$ cat src/rtl/aq_f_spsram_2048x32_ctrl.sv
// Request/response access controller for the 2048x32 single-port SRAM wrapper.
// Optional post-reset zero fill of the array is enabled by AQ_F_SPSRAM_CTRL_INIT_EN.
`timescale 1ns/1ps

module aq_f_spsram_2048x32_ctrl #(
  parameter int unsigned ADDR_WIDTH = 11,
  parameter int unsigned RSP_DEPTH  = 2
) (
  input  logic                  CLK,
  input  logic                  RST,
  input  logic                  req_vld,
  output logic                  req_rdy,
  input  logic                  req_wr,
  input  logic [ADDR_WIDTH-1:0] req_addr,
  input  logic [31:0]           req_wdata,
  input  logic [3:0]            req_be,
  output logic                  rsp_vld,
  input  logic                  rsp_rdy,
  output logic [31:0]           rsp_rdata,
  output logic                  init_done,
  output logic [ADDR_WIDTH-1:0] A,
  output logic                  CEN,
  output logic                  GWEN,
  output logic [31:0]           WEN,
  output logic [31:0]           D,
  input  logic [31:0]           Q
);

  localparam int unsigned PtrW = (RSP_DEPTH > 1) ? $clog2(RSP_DEPTH) : 1;
  localparam int unsigned CntW = $clog2(RSP_DEPTH + 1);
  localparam logic [PtrW-1:0] LastPtr = PtrW'(RSP_DEPTH - 1);
  localparam logic [CntW:0]   DepthC  = (CntW + 1)'(RSP_DEPTH);

  logic            run;
  logic            accept;
  logic            push;
  logic            pop;
  logic            rd_inflight_q;
  logic [CntW-1:0] count_q, count_d;
  logic [CntW:0]   occupancy;
  logic [PtrW-1:0] wr_ptr_q, rd_ptr_q;
  logic [31:0]     mem_q [RSP_DEPTH];

  function automatic logic [PtrW-1:0] ptr_inc(input logic [PtrW-1:0] p);
    return (p == LastPtr) ? '0 : p + 1'b1;
  endfunction

`ifdef AQ_F_SPSRAM_CTRL_INIT_EN
  typedef enum logic [0:0] {StInit, StRun} state_e;

  state_e                state_q, state_d;
  logic [ADDR_WIDTH-1:0] init_cnt_q, init_cnt_d;

  always_ff @(posedge CLK or posedge RST) begin
    if (RST) begin
      state_q    <= StInit;
      init_cnt_q <= '0;
    end else begin
      state_q    <= state_d;
      init_cnt_q <= init_cnt_d;
    end
  end

  always_comb begin
    state_d    = state_q;
    init_cnt_d = init_cnt_q;
    if (state_q == StInit) begin
      init_cnt_d = init_cnt_q + 1'b1;
      if (&init_cnt_q) begin
        state_d = StRun;
      end
    end
  end

  assign run       = (state_q == StRun) && !RST;
  assign init_done = run;
`else
  assign run       = !RST;
  assign init_done = !RST;
`endif

  assign rsp_vld   = (count_q != '0);
  assign rsp_rdata = mem_q[rd_ptr_q];
  assign pop       = rsp_vld && rsp_rdy;
  assign push      = rd_inflight_q;

  // Reads are only admitted while a FIFO slot is guaranteed for their data.
  always_comb begin
    occupancy = {1'b0, count_q} + {{CntW{1'b0}}, rd_inflight_q} - {{CntW{1'b0}}, pop};
    req_rdy   = run && (req_wr || (occupancy < DepthC));
    accept    = req_vld && req_rdy;
  end

  always_comb begin
    CEN  = 1'b1;
    GWEN = 1'b1;
    WEN  = '1;
    A    = '0;
    D    = '0;
`ifdef AQ_F_SPSRAM_CTRL_INIT_EN
    if (state_q == StInit && !RST) begin
      CEN  = 1'b0;
      GWEN = 1'b0;
      WEN  = '0;
      A    = init_cnt_q;
    end
`endif
    if (accept) begin
      CEN = 1'b0;
      A   = req_addr;
      D   = req_wdata;
      if (req_wr) begin
        GWEN = 1'b0;
        for (int i = 0; i < 4; i++) begin
          WEN[8*i+:8] = {8{~req_be[i]}};
        end
      end
    end
  end

  always_comb begin
    count_d = count_q;
    unique case ({push, pop})
      2'b10:   count_d = count_q + 1'b1;
      2'b01:   count_d = count_q - 1'b1;
      default: count_d = count_q;
    endcase
  end

  always_ff @(posedge CLK or posedge RST) begin
    if (RST) begin
      rd_inflight_q <= 1'b0;
      count_q       <= '0;
      wr_ptr_q      <= '0;
      rd_ptr_q      <= '0;
      for (int i = 0; i < int'(RSP_DEPTH); i++) begin
        mem_q[i] <= '0;
      end
    end else begin
      rd_inflight_q <= accept && !req_wr;
      count_q       <= count_d;
      if (push) begin
        mem_q[wr_ptr_q] <= Q;
        wr_ptr_q        <= ptr_inc(wr_ptr_q);
      end
      if (pop) begin
        rd_ptr_q <= ptr_inc(rd_ptr_q);
      end
    end
  end

endmodule

$ cat config.mk
export PLATFORM = sky130hd
export DESIGN_NAME = aq_f_spsram_2048x32_ctrl
export DESIGN_NICKNAME = d
export VERILOG_FILES = /design/src/rtl/aq_f_spsram_2048x32_ctrl.sv
export SDC_FILE = /design/constraint.sdc
export NUM_CORES = 1
export LEC_CHECK = 0
export BUFFER_PORTS_ARGS = -buffer_cell sky130_fd_sc_hd__buf_2
export CAP_MARGIN = 20
export CORE_MARGIN = 2
export CORE_UTILIZATION = 40
export CTS_CLUSTER_SIZE = 25
export DETAILED_ROUTE_END_ITERATION = 8
export PLACE_DENSITY = 0.76
export SYNTH_ARGS = -nofsm -noshare
export SYNTH_HDL_FRONTEND = slang
export SYNTH_SLANG_ARGS = --single-unit
export TNS_END_PERCENT = 50
$ cat constraint.sdc
create_clock -name CLK -period 2.9 [get_ports CLK]
set_input_delay 0.435 -clock CLK [delete_from_list [all_inputs] [get_ports CLK]]
set_output_delay 0.435 -clock CLK [all_outputs]
set_load 0.02 [all_outputs]
==> results of run 1 <==
==> worst max-delay path, stage by stage, from the launching register on <==
cell and delay (ps):
dfrtp_1 380, or2_4 250, and2_4 150, ha_4 200, nand2b_4 140, fa_2 410
xnor2_4 160, buf_12 150, a21o_4 250, and3_4 160, buf_6 130
==> kinds of logic (layout without fill, tap and decap cells) <==
family	Yosys count	after routing	synth area share (%)
and+or+nand+nor	58	58	9.77
DFF	69	69	47.5
adders and majority gates	3	3	1.24
buffers and inverters	50	232	9.91
xor gates and xnor gates	6	6	1.45
muxes	96	96	29.7
AOI/OAI and AO/OA	1	8	0.413
==> state kept, by name, summed over array words and instances, names as in the netlist <==
signal and cells:
count_q 2, mem_q 64, push 1, wr_ptr_q 1, rd_ptr_q 1
==> worst min path at each step <==
stage                          startpoint                    end  slack, ps  cells past startpoint
floorplan           mem_q[56]$_DFFE_PP0P_  mem_q[56]$_DFFE_PP0P_        450                      1
global placement    mem_q[57]$_DFFE_PP0P_  mem_q[57]$_DFFE_PP0P_        460                      1
detailed placement  mem_q[56]$_DFFE_PP0P_  mem_q[56]$_DFFE_PP0P_        480                      1
CTS                                   RST  mem_q[56]$_DFFE_PP0P_        270                      3
global route                          RST  mem_q[51]$_DFFE_PP0P_        300                      3
finish                                RST  mem_q[58]$_DFFE_PP0P_        280                      3
==> placed cells by master (no fill, tap or decap), types with 2 or more instances in the layout <==
master	instances
buf_12	3
nand2_1	2
clkbuf_8	11
mux2_2	94
buf_6	45
and3_1	4
inv_1	2
xor2_1	3
a21o_4	8
and2_4	2
xnor2_1	2
nand3_1	4
buf_2	150
bufinv_16	4
dfrtp_1	69
mux2_1	2
buf_4	15
and3_4	39
==> layer usage <==
layer / up-vias / track usage, % / wire length [um]
met2: 127 / 33.6 / 5670
met1: 1480 / 25.2 / 4370
met3: 17 / 4.99 / 551
li1: 1348 / - / -
met5: - / 0 / 0
met4: 0 / 5.37 / 149
==> through the flow <==
stage / power [W] / worst slack [ps] / area (um^2) / cells
2_1_floorplan: 0.00347 / 40.7 / 3640 / 283
3_3_place_gp: 0.00403 / 27.6 / 4510 / 551
3_5_place_dp: 0.00413 / -52.1 / 4510 / 551
4_1_cts: 0.00570 / -267 / 5170 / 576
5_1_grt: 0.00623 / -341 / 5490 / 580
6_report: 0.00591 / -245 / 5490 / 580
==> layout make-up <==
| type | count | area, um^2 |
|---|---|---|
| multi-input combinational | 171 | 1900 |
| timing repair buffer | 213 | 1430 |
| fill | 682 | 3280 |
| sequential | 69 | 1730 |
| tap | 108 | 135 |
| clock buffer | 11 | 151 |
| inverter | 3 | 11.3 |
| clock inverter | 5 | 129 |
==> what timing repair did <==
| item | 4_1_cts | 5_1_grt |
|---|---|---|
| setup buffers | 4 | 3 |
| resized for setup | 71 | 73 |
| cloned | 6 | 1 |
| setup endpoints to repair | 45 | 45 |
| pin swaps | 22 | 35 |
==> where the power goes <==
group          internal [W]  switching [W]  leakage [nW]
sequential          0.00144       0.000226         0.821
clock              0.000709       0.000371         0.140
combinational       0.00159        0.00157          1.65
total               0.00374        0.00217          2.61
==> Implementation_results.wiki, run 1 <==
{| class="wikitable"
! Metric !! Value
|-
| Count of distinct cell types in the synthesized netlist || 23
|-
| Count of synthesis-stage warnings from yosys || 0
|-
| Data required time at the worst endpoint || 2470 ps
|-
| Final clock skew || 11.8 ps
|-
| CTS tree || yes
|-
| Run status || finished with violations
|-
| Reg-to-reg startpoint || count_q[0]$_DFFE_PP0P_
|-
| Length in cells of the worst reg-to-reg path || 9
|-
| Die Footprint || between 9000 and 10000 um^2
|-
| Initial antenna violation count || 0
|-
| Most used standard cell by instance count after synthesis || mux2_2
|-
| Overflow left after global routing || 0
|-
| DR iter-0 viols || 79
|-
| Endpoints failing setup || 45
|-
| End point of the critical path || D[5]
|-
| Library cell with the largest summed area after synthesis || dfrtp_1
|-
| Number of buffers on the longest clock path || 2
|-
| Max VDD drop || roughly 0.00052 V
|-
| Most common flop cell mapped by yosys || dfrtp_1
|-
| Initial core utilization || 41.5%
|-
| Slack of the worst reg-to-reg path || 560 ps
|-
| Mapped Area || 3640 um^2
|-
| Critical path type || flip-flop to output port
|-
| Routed length per instance || 18.5 um
|-
| Worst hold slack || 279 ps
|-
| Max FO, Critical Path || 7
|-
| Wire length of the first global-routing pass || around 15000 um
|-
| Core outline area || 8760 um^2
|-
| Synth-to-Final Area Change || 50.9%
|-
| Highest achievable clock rate || 0.318 GHz
|-
| Number of port buffers || 195
|-
| Final standard cell utilization of the core || a little over three fifths
|-
| Number of buffers inserted by hold repair at cts || 0
|-
| Layout Nets || roughly 550
|-
| Final TNS setup || -10080 ps
|-
| Pin count of the biggest net entering global routing || 41
|-
| Violations in the final reports || negative setup slack
|-
| Number of optimization iterations in the first detailed-route pass || 4
|-
| Height of the die || 99.3 um
|-
| Syn_nets || 370
|-
| Worst hold path class || input pin to async pin
|-
| Worst skew pair latency || 340 ps
|-
| Via Count || roughly 3000
|-
| Final-report max-slew violation count || 0
|-
| Leakage || 2.61 nW
|-
| Launching element type of the critical path || flip-flop
|-
| Final worst-path cycle share || 108%
|-
| CTS Root Cell || clkbuf_8
|-
| Fin crit period || 3140 ps
|-
| Number of vias per cell || between 5 and 6
|-
| Number of antenna repair diodes || 0
|-
| Cts bufs inserted || 9
|-
| Post-route ant nets || 0
|-
| CTS clk-pin slew, worst paths || 70 ps
|-
| Io pins || 196
|-
| Count of unresolved DRC violations after routing || 0
|-
| Max capacitance violation total || 0
|-
| Global placement routability congestion || 0.748
|-
| Final WL || 10700 um
|-
| Sequential share of the synthesized area || around 47%
|-
| Crit end category || output port
|-
| Estimated wirelength of the detail-placed design || 6360 um
|-
| Yosys reg bits || 69
|-
| Power density of the placed cells || 1080 nW/um^2
|-
| Mean post-synth cell area || approximately 13 um^2
|-
| Fin. Hold Viols || 0
|-
| Fraction of registers with async set or reset after synthesis || 100%
|-
| Data arrival time at the worst-slack endpoint || about 2700 ps
|-
| Layout cell share with drive strength beyond 1 || 80.7%
|-
| Slew HR || 37.7%
|-
| Instance count of the mapped netlist || 283
|-
| Worst Max-Slew Pin Slew || between 900 and 1000 ps
|-
| Leading cell types by count after synthesis || mux2_2 (94), dfrtp_1 (69), and3_1 (43)
|-
| Worst path setup slack after routing || -245 ps
|-
| All-Layer GR Usage || between 10% and 20%
|-
| Placement Rows || 34
|-
| Number of global-route vias before repair || 2992
|-
| Endpoint of the worst-slack reg-to-reg timing path || push$_DFF_PP0_
|-
| Top cells by area in the synthesized netlist || dfrtp_1 (47%), mux2_2 (29%), and3_1 (7.4%)
|-
| Area share of the leading cell type in the synthesized netlist || approximately 47%
|-
| Number of synthesized flops with an enable pin || 0
|-
| Chip width || 99.3 um
|-
| Worst setup path startpoint || count_q[0]$_DFFE_PP0P_
|-
| RSZ-0062 raised after global routing || true
|-
| CTS H-tree lvls || 3
|-
| Clock Sinks || roughly 70
|}
(Power assumes the default switching activity.)
==> run 2, diff against run 1 <==
--- a/config.mk
+++ b/config.mk
@@ -11,7 +11,7 @@
 export CORE_UTILIZATION = 40
 export CTS_CLUSTER_SIZE = 25
 export DETAILED_ROUTE_END_ITERATION = 8
-export PLACE_DENSITY = 0.76
+export PLACE_DENSITY_LB_ADDON = 0.15
 export SYNTH_ARGS = -nofsm -noshare
 export SYNTH_HDL_FRONTEND = slang
 export SYNTH_SLANG_ARGS = --single-unit
==> Implementation_results.wiki, run 2 (synthesis results as in run 1) <==
{| class="wikitable"
! Metric !! Value
|-
| Cell chain of the critical path || or2_4, and2_4, ha_4, nand2b_4, fa_2, xnor2_2, buf_4, a21o_4, and3_1, buf_2 (was or2_4, and2_4, ha_4, nand2b_4, fa_2, xnor2_4, buf_12, a21o_4, and3_4, buf_6)
|-
| Most common cell after layout, fill and taps aside || buf_2 (unchanged)
|-
| Met3 capacity usage during global routing || 5.34% (was 4.99%)
|-
| Reg-to-reg startpoint || count_q[1]$_DFFE_PP0P_ (was count_q[0]$_DFFE_PP0P_)
|-
| Peak per-stage delay on the critical path || 380 ps (was 410 ps)
|-
| Most utilized layer in the global route result || met2 (unchanged)
|-
| Number of global-route vias before repair || 2934 (was 2992)
|-
| Estimated wirelength of the detail-placed design || 6180 um (was 6360 um)
|-
| Number of flip-flops under the largest register name || 64 (unchanged)
|-
| Length in cells of the worst reg-to-reg path || 7 (was 9)
|-
| Final worst-path cycle share || 107% (was 108%)
|-
| Top library cells by usage in the layout, fill and taps aside || buf_2 (182), mux2_2 (94), dfrtp_1 (69), and3_1 (37) (was buf_2 (150), mux2_2 (94), dfrtp_1 (69), buf_6 (45), and3_4 (39))
|-
| Setup slack at placement || -35.2 ps (was -52.1 ps)
|-
| Final clock skew || 9.61 ps (was 11.8 ps)
|-
| CTS tree || yes (unchanged)
|-
| Met1 routing resource usage after global routing || 23.9% (was 25.2%)
|-
| Placement Rows || 34 (unchanged)
|-
| Slew HR || 57.8% (was 37.7%)
|-
| Layout Nets || 545 (was 554)
|-
| Cell with the biggest individual delay on the critical path || dfrtp_1 (was fa_2)
|-
| Leakage || 2.54 nW (was 2.61 nW)
|-
| Launching element type of the critical path || flip-flop (unchanged)
|-
| Post-route ant nets || 0 (unchanged)
|-
| Count of unresolved DRC violations after routing || 0 (unchanged)
|-
| Cts bufs inserted || 9 (unchanged)
|-
| Number of vias per cell || 4.94 (was 5.12)
|-
| Highest achievable clock rate || 0.321 GHz (was 0.318 GHz)
|-
| Area of the multi-input gates || 1670 um^2 (was 1900 um^2)
|-
| Number of buffers on the longest clock path || 2 (unchanged)
|-
| Endpoints failing setup || 45 (unchanged)
|-
| Final WL || 8940 um (was 10700 um)
|-
| Endpoint of the worst-slack reg-to-reg timing path || push$_DFF_PP0_ (unchanged)
|-
| Largest register by flop count || mem_q (unchanged)
|-
| Max VDD drop || 0.000390 V (was 0.000522 V)
|-
| Crit end category || output port (unchanged)
|-
| Number of optimization iterations in the first detailed-route pass || 4 (unchanged)
|-
| Storage cell area || 1730 um^2 (unchanged)
|-
| Overflow left after global routing || 0 (unchanged)
|-
| Io pins || 196 (unchanged)
|-
| Worst Max-Slew Pin Slew || 633 ps (was 931 ps)
|-
| Max FO, Critical Path || 12 (was 7)
|-
| Number of port buffers || 195 (unchanged)
|-
| Count of fill cells added during filler insertion || 800 (was 682)
|-
| All-Layer GR Usage || 18.7% (was 19.8%)
|-
| Critical path type || flip-flop to output port (unchanged)
|-
| Core outline area || 8760 um^2 (unchanged)
|-
| Synth-to-Final Area Change || 34.8% (was 50.9%)
|-
| Data arrival time at the worst-slack endpoint || 2680 ps (was 2710 ps)
|-
| Number of buffers inserted by hold repair at cts || 0 (unchanged)
|-
| Run status || finished with violations (unchanged)
|-
| Via Count || 2815 (was 2972)
|-
| Height of the die || 99.3 um (unchanged)
|-
| CTS H-tree lvls || 3 (unchanged)
|-
| CTS clk-pin slew, worst paths || 80 ps (was 70 ps)
|-
| CTS Root Cell || clkbuf_8 (unchanged)
|-
| Wire length of the first global-routing pass || 14500 um (was 15300 um)
|-
| Violations in the final reports || negative setup slack (unchanged)
|-
| Final TNS setup || -8710 ps (was -10080 ps)
|-
| Worst hold path class || input pin to async pin (unchanged)
|-
| Die Footprint || 9870 um^2 (unchanged)
|-
| Worst skew pair latency || 340 ps (about the same)
|-
| Worst path setup slack after routing || -217 ps (was -245 ps)
|-
| Clock Sinks || 69 (unchanged)
|-
| Slack of the worst reg-to-reg path || 650 ps (was 560 ps)
|-
| Pin count of the biggest net entering global routing || 47 (was 41)
|-
| Power density of the placed cells || 1040 nW/um^2 (was 1080 nW/um^2)
|-
| Layout cell share with drive strength beyond 1 || 72.5% (was 80.7%)
|-
| Final-report max-slew violation count || 0 (unchanged)
|-
| Regs by FF count || mem_q x64, count_q x2 (unchanged)
|-
| Fin. Hold Viols || 0 (unchanged)
|-
| GR Util met2 || 31.0% (was 33.6%)
|-
| RSZ-0062 raised after global routing || true (unchanged)
|-
| Initial core utilization || 41.5% (unchanged)
|-
| Initial antenna violation count || 0 (unchanged)
|-
| Max capacitance violation total || 0 (unchanged)
|-
| DR iter-0 viols || 46 (was 79)
|-
| Chip width || 99.3 um (unchanged)
|-
| End point of the critical path || D[26] (was D[5])
|-
| Final standard cell utilization of the core || 55.9% (was 62.6%)
|-
| Worst setup path startpoint || count_q[1]$_DFFE_PP0P_ (was count_q[0]$_DFFE_PP0P_)
|-
| Fin crit period || 3120 ps (was 3140 ps)
|-
| Data required time at the worst endpoint || 2470 ps (about the same)
|-
| Global placement routability congestion || 0.752 (was 0.748)
|-
| Routed length per instance || 15.7 um (was 18.5 um)
|-
| Number of antenna repair diodes || 0 (unchanged)
|}
[run 2: worst max-delay path: cells and delay by family, from the launching register on]
family	cells	cell delay, ps
AO/OA/AOI/OAI	1	240
XOR/XNOR	1	160
adder cells (fa/ha/maj)	2	550
buffers and inverters	2	300
flip-flops	1	380
AND/OR/NAND/NOR	4	710
[run 2: metal layers]
layer	vias to the layer above	part of all wire, %
met2	103	48
met3	14	6.0
met4	0	1.8
met1	1377	44
li1	1321	-
met5	-	0
[run 2: worst min-delay path by stage]
stage                                     start               endpoint  slack [ps]  cells after the start
after floorplan           mem_q[56]$_DFFE_PP0P_  mem_q[56]$_DFFE_PP0P_         450                      1
after global placement    mem_q[56]$_DFFE_PP0P_  mem_q[56]$_DFFE_PP0P_         460                      1
after detailed placement  mem_q[57]$_DFFE_PP0P_  mem_q[57]$_DFFE_PP0P_         480                      1
after CTS                                   RST  mem_q[55]$_DFFE_PP0P_         220                      3
after global routing                        RST  mem_q[26]$_DFFE_PP0P_         230                      3
final                                       RST  mem_q[58]$_DFFE_PP0P_         210                      3
[run 2: final cells by class]
type	instances	area share, %
Sequential cell	69	35.2
Inverter	3	0.230
Timing Repair Buffer	207	24.0
Multi-Input combinational cell	168	34.1
Clock buffer	10	2.60
Tap cell	108	2.76
Clock inverter	5	1.07
[run 2: repair_timing]
action,CTS,global route
buffers inserted,3,0
setup endpoints to repair,45,45
gates cloned,4,0
pin swaps,12,3
hold endpoints to repair,0,0
resized for setup,36,2
[run 2: stage by stage]
step | power, W | instances | instance area, um^2 | hold WS (ps)
after global routing | 0.00548 | 570 | 4900 | 233
after floorplan | 0.00347 | 283 | 3640 | 454
after detailed placement | 0.00414 | 548 | 4510 | 479
after CTS | 0.00517 | 570 | 4900 | 218
final | 0.00511 | 570 | 4900 | 210
after global placement | 0.00407 | 548 | 4510 | 463
[run 2: power breakdown]
| part | switching, W | total [W] | leakage [nW] | internal (W) |
|---|---|---|---|---|
| clock | 0.000352 | 0.000741 | 0.0919 | 0.000388 |
| sequential | 0.000253 | 0.00170 | 0.821 | 0.00144 |
| combinational | 0.00135 | 0.00268 | 1.62 | 0.00133 |
| total | 0.00195 | 0.00511 | 2.54 | 0.00316 |
==> run 3, diff against run 2 <==
--- a/config.mk
+++ b/config.mk
@@ -5,6 +5,7 @@
 export SDC_FILE = /design/constraint.sdc
 export NUM_CORES = 1
 export LEC_CHECK = 0
+export ABC_AREA = 1
 export BUFFER_PORTS_ARGS = -buffer_cell sky130_fd_sc_hd__buf_2
 export CAP_MARGIN = 20
 export CORE_MARGIN = 2
==> Implementation_results.wiki, run 3 <==
{| class="wikitable"
! Metric !! Value
|-
| Run status || finished with violations (unchanged)
|-
| Violations in the final reports || negative setup slack (unchanged)
|-
| Post-route ant nets || 0 (unchanged)
|-
| Number of port buffers || 195 (unchanged)
|-
| Core outline area || 9200 um^2 (was 8760 um^2)
|-
| Launching element type of the critical path || flip-flop (unchanged)
|-
| DR iter-0 viols || 122 (was 46)
|-
| Adder and majority cell fraction of the synthesized area || 1.19% (was 1.24%)
|-
| Count of distinct cell types in the synthesized netlist || 24 (was 23)
|-
| Worst skew pair latency || 340 ps (about the same)
|-
| Number of optimization iterations in the first detailed-route pass || 4 (unchanged)
|-
| Net switching power of the design || 0.00231 W (was 0.00195 W)
|-
| Count of buffering cells on the critical path with inverters included || 5 (was 2)
|-
| Crit end category || output port (unchanged)
|-
| Non-filler instance count after layout || 798 (was 570)
|-
| Layout Nets || 769 (was 545)
|-
| Cts bufs inserted || 9 (unchanged)
|-
| Yosys reg bits || 69 (unchanged)
|-
| Global placement routability congestion || 0.711 (was 0.752)
|-
| Number of buffers on the longest clock path || 2 (unchanged)
|-
| Data required time at the worst endpoint || 2470 ps (about the same)
|-
| Library cell with the largest summed area after synthesis || dfrtp_1 (unchanged)
|-
| Power density of the placed cells || 950 nW/um^2 (was 1040 nW/um^2)
|-
| Regs by FF count || mem_q x64, count_q x2 (unchanged)
|-
| Estimated wirelength of the detail-placed design || 6810 um (was 6180 um)
|-
| Mapped Area || 3790 um^2 (was 3640 um^2)
|-
| Reg-to-reg startpoint || count_q[0]$_DFFE_PP0P_ (was count_q[1]$_DFFE_PP0P_)
|-
| Worst hold path class || input pin to async pin (unchanged)
|-
| Final clock skew || 11.5 ps (was 9.61 ps)
|-
| Slew HR || 51.6% (was 57.8%)
|-
| Pin count of the biggest net entering global routing || 42 (was 47)
|-
| Count of unresolved DRC violations after routing || 0 (unchanged)
|-
| Worst Max-Slew Pin Slew || 726 ps (was 633 ps)
|-
| Placed Cells || 767 (was 548)
|-
| Crit path top cell by count || nand2_4
|-
| Routed length per instance || 13.7 um (was 15.7 um)
|-
| Critical path type || flip-flop to output port (unchanged)
|-
| Number of flip-flops under the largest register name || 64 (unchanged)
|-
| Wire length of the first global-routing pass || 15400 um (was 14500 um)
|-
| Instance count of the mapped netlist || 501 (was 283)
|-
| Largest family of logic cells by synthesized area || simple AND/OR/NAND/NOR gates (was multiplexers)
|-
| Internal cell power || 0.00306 W (was 0.00316 W)
|-
| Most common flop cell mapped by yosys || dfrtp_1 (unchanged)
|-
| Layout cell share with drive strength beyond 1 || 46.3% (was 72.5%)
|-
| Final worst-path cycle share || 108% (was 107%)
|-
| Relative contribution of the clock network to total power || 16.3% (was 14.5%)
|-
| CTS Root Cell || clkbuf_8 (unchanged)
|-
| Syn_nets || 588 (was 370)
|-
| Worst path setup slack after routing || -237 ps (was -217 ps)
|-
| Mean post-synth cell area || 7.56 um^2 (was 12.8 um^2)
|-
| Total power draw || 0.00537 W (was 0.00511 W)
|-
| Max capacitance violation total || 0 (unchanged)
|-
| Final WL || 10900 um (was 8940 um)
|-
| Sequential fraction of design power || 31.3% (was 33.2%)
|-
| Multiplexer fraction of the synthesized cell area || 0% (was 29.7%)
|-
| Initial core utilization || 41.2% (was 41.5%)
|-
| Final-report max-slew violation count || 0 (unchanged)
|-
| Number of global-route vias before repair || 3280 (was 2934)
|-
| Number of synthesized flops with an enable pin || 0 (unchanged)
|-
| Data arrival time at the worst-slack endpoint || 2700 ps (was 2680 ps)
|-
| Most common cell after layout, fill and taps aside || nand2_1 (was buf_2)
|-
| Largest register by flop count || mem_q (unchanged)
|-
| Switching portion of total power || 43.0% (was 38.2%)
|-
| Delay-heaviest family, CP || simple AND/OR/NAND/NOR gates (unchanged)
|-
| Synth-to-Final Area Change || 49.3% (was 34.8%)
|-
| Clock Sinks || 69 (unchanged)
|-
| Initial antenna violation count || 0 (unchanged)
|-
| Top cells by area in the synthesized netlist || dfrtp_1 (46%), nand2_1 (17%), inv_1 (8.1%) (was dfrtp_1 (47%), mux2_2 (29%), and3_1 (7.4%))
|-
| Cell chain of the critical path || inv_2, nand2_4, nand2_4, inv_4, ha_4, or2_4, fa_1, nand3_2, nand2_2, nand3_4, buf_12, clkbuf_16, nor2_4, buf_6 (was or2_4, and2_4, ha_4, nand2b_4, fa_2, xnor2_2, buf_4, a21o_4, and3_1, buf_2)
|-
| Highest achievable clock rate || 0.319 GHz (was 0.321 GHz)
|-
| Peak per-stage delay on the critical path || 490 ps (was 380 ps)
|-
| CTS clk-pin slew, worst paths || 70 ps (was 80 ps)
|-
| Number of antenna repair diodes || 0 (unchanged)
|-
| Fin crit period || 3140 ps (was 3120 ps)
|-
| Chip width || 101 um (was 99.3 um)
|-
| Leakage || 3.19 nW (was 2.54 nW)
|-
| Io pins || 196 (unchanged)
|-
| CTS H-tree lvls || 3 (unchanged)
|-
| CTS tree || yes (unchanged)
|-
| Worst setup path startpoint || count_q[0]$_DFFE_PP0P_ (was count_q[1]$_DFFE_PP0P_)
|-
| Overflow left after global routing || 0 (unchanged)
|-
| Placement Rows || 35 (was 34)
|-
| Fraction of registers with async set or reset after synthesis || 100% (unchanged)
|-
| Count of synthesis-stage warnings from yosys || 0 (unchanged)
|-
| Xor/xnor share of the synthesized area || 0.694% (was 1.45%)
|-
| Cell with the biggest individual delay on the critical path || fa_1 (was dfrtp_1)
|-
| Height of the die || 101 um (was 99.3 um)
|-
| Via Count || 3649 (was 2815)
|-
| Top library cells by usage in the layout, fill and taps aside || nand2_1 (164), buf_2 (151), inv_1 (79), dfrtp_1 (69), o21ai_0 (33) (was buf_2 (182), mux2_2 (94), dfrtp_1 (69), and3_1 (37))
|-
| Area fraction in and, or, nand and nor cells after synthesis || 22.9% (was 9.77%)
|-
| Endpoints failing setup || 44 (was 45)
|-
| Max VDD drop || 0.000528 V (was 0.000390 V)
|-
| Most used standard cell by instance count after synthesis || nand2_1 (was mux2_2)
|-
| Number of vias per cell || 4.57 (was 4.94)
|-
| Area share of the leading cell type in the synthesized netlist || 45.6% (was 47.5%)
|-
| All-Layer GR Usage || 19.1% (was 18.7%)
|-
| Fin. Hold Viols || 0 (unchanged)
|-
| RSZ-0062 raised after global routing || true (unchanged)
|-
| Comb pwr share || 52.4% (about the same)
|-
| Leading cell types by count after synthesis || nand2_1 (168), inv_1 (82), dfrtp_1 (69) (was mux2_2 (94), dfrtp_1 (69), and3_1 (43))
|-
| Compound-gate portion of the synthesized area || 11.1% (was 0.413%)
|-
| Max FO, Critical Path || 5 (was 12)
|-
| Die Footprint || 10300 um^2 (was 9870 um^2)
|-
| Sequential share of the synthesized area || 45.6% (was 47.5%)
|}
==> run 3: final timing paths <==
path | endpoint | slack (ps) | depth (start not counted)
hold reg to reg | mem_q[49]$_DFFE_PP0P_ | 480 | 2
setup reg to reg | push$_DFF_PP0_ | 870 | 12
max in group asynchronous | mem_q[1]$_DFFE_PP0P_ | 2210 | 3
min in group CLK | mem_q[38]$_DFFE_PP0P_ | 340 | 3
hold / removal | count_q[0]$_DFFE_PP0P_ | 280 | 3
setup / recovery | D[15] | -240 | 14
==> run 3: cell families (layout without fill, tap and decap cells) <==
group / count (synthesis) / in the layout
DFF: 69 / 69
buffers and inverters: 138 / 324
AOI/OAI and AO/OA: 67 / 67
xor gates and xnor gates: 3 / 3
adders and majority gates: 3 / 3
and+or+nand+nor: 221 / 221
==> run 3: area by class of cell <==
type	instances	area [um^2]
Fill cell	804	3540
Sequential cell	69	1730
Multi-Input combinational cell	294	1650
Timing Repair Buffer	223	1590
Inverter	85	323
Clock buffer	11	141
Tap cell	111	139
Clock inverter	5	82.6
==> run 3: power groups by stage <==
| stage | sequential [W] | clock (W) | combinational (W) |
|---|---|---|---|
| 3_3_place_gp | 0.00168 | 0 | 0.00247 |
| 5_1_grt | 0.00175 | 0.000940 | 0.00313 |
| 3_5_place_dp | 0.00170 | 0 | 0.00251 |
| 4_1_cts | 0.00168 | 0.000903 | 0.00271 |
| 6_report | 0.00168 | 0.000875 | 0.00281 |
| 2_1_floorplan | 0.00165 | 0 | 0.00177 |
==> run 3: routing by layer <==
| metal | track usage [%] | up-vias | wire length (um) |
|---|---|---|---|
| li1 | - | 1824 | - |
| met5 | 0 | - | 0 |
| met3 | 4.07 | 22 | 660 |
| met4 | 5.93 | 0 | 220 |
| met2 | 34.8 | 128 | 5620 |
| met1 | 22.6 | 1675 | 4400 |
==> run 3: timing repair <==
item,in CTS,in global routing
gates resized for setup,86,71
setup buffers,6,3
pin swaps,5,1
hold buffers,0,0
setup endpoints to repair,45,45
gates cloned,3,3
==> run 3: through the flow <==
stage          hold slack (ps)  cell area [um^2]  utilization (%)  setup TNS (ps)  setup WS [ps]
6_report                   281              5660             61.5           -8680           -237
5_1_grt                    306              5660             61.5          -13620           -346
4_1_cts                    275              5300             57.7           -9780           -264
3_5_place_dp               470              4680             50.9               0           22.3
3_3_place_gp               465              4680             50.9               0           46.3
2_1_floorplan              453              3810                -           -3740           -114
==> run 3: worst register-to-register path, delay by kind of cell, from the launching register on <==
family | cells | cell delay, ps
fa+ha+maj | 2 | 690
simple gates | 5 | 500
flops | 1 | 390
buf+inv | 5 | 390
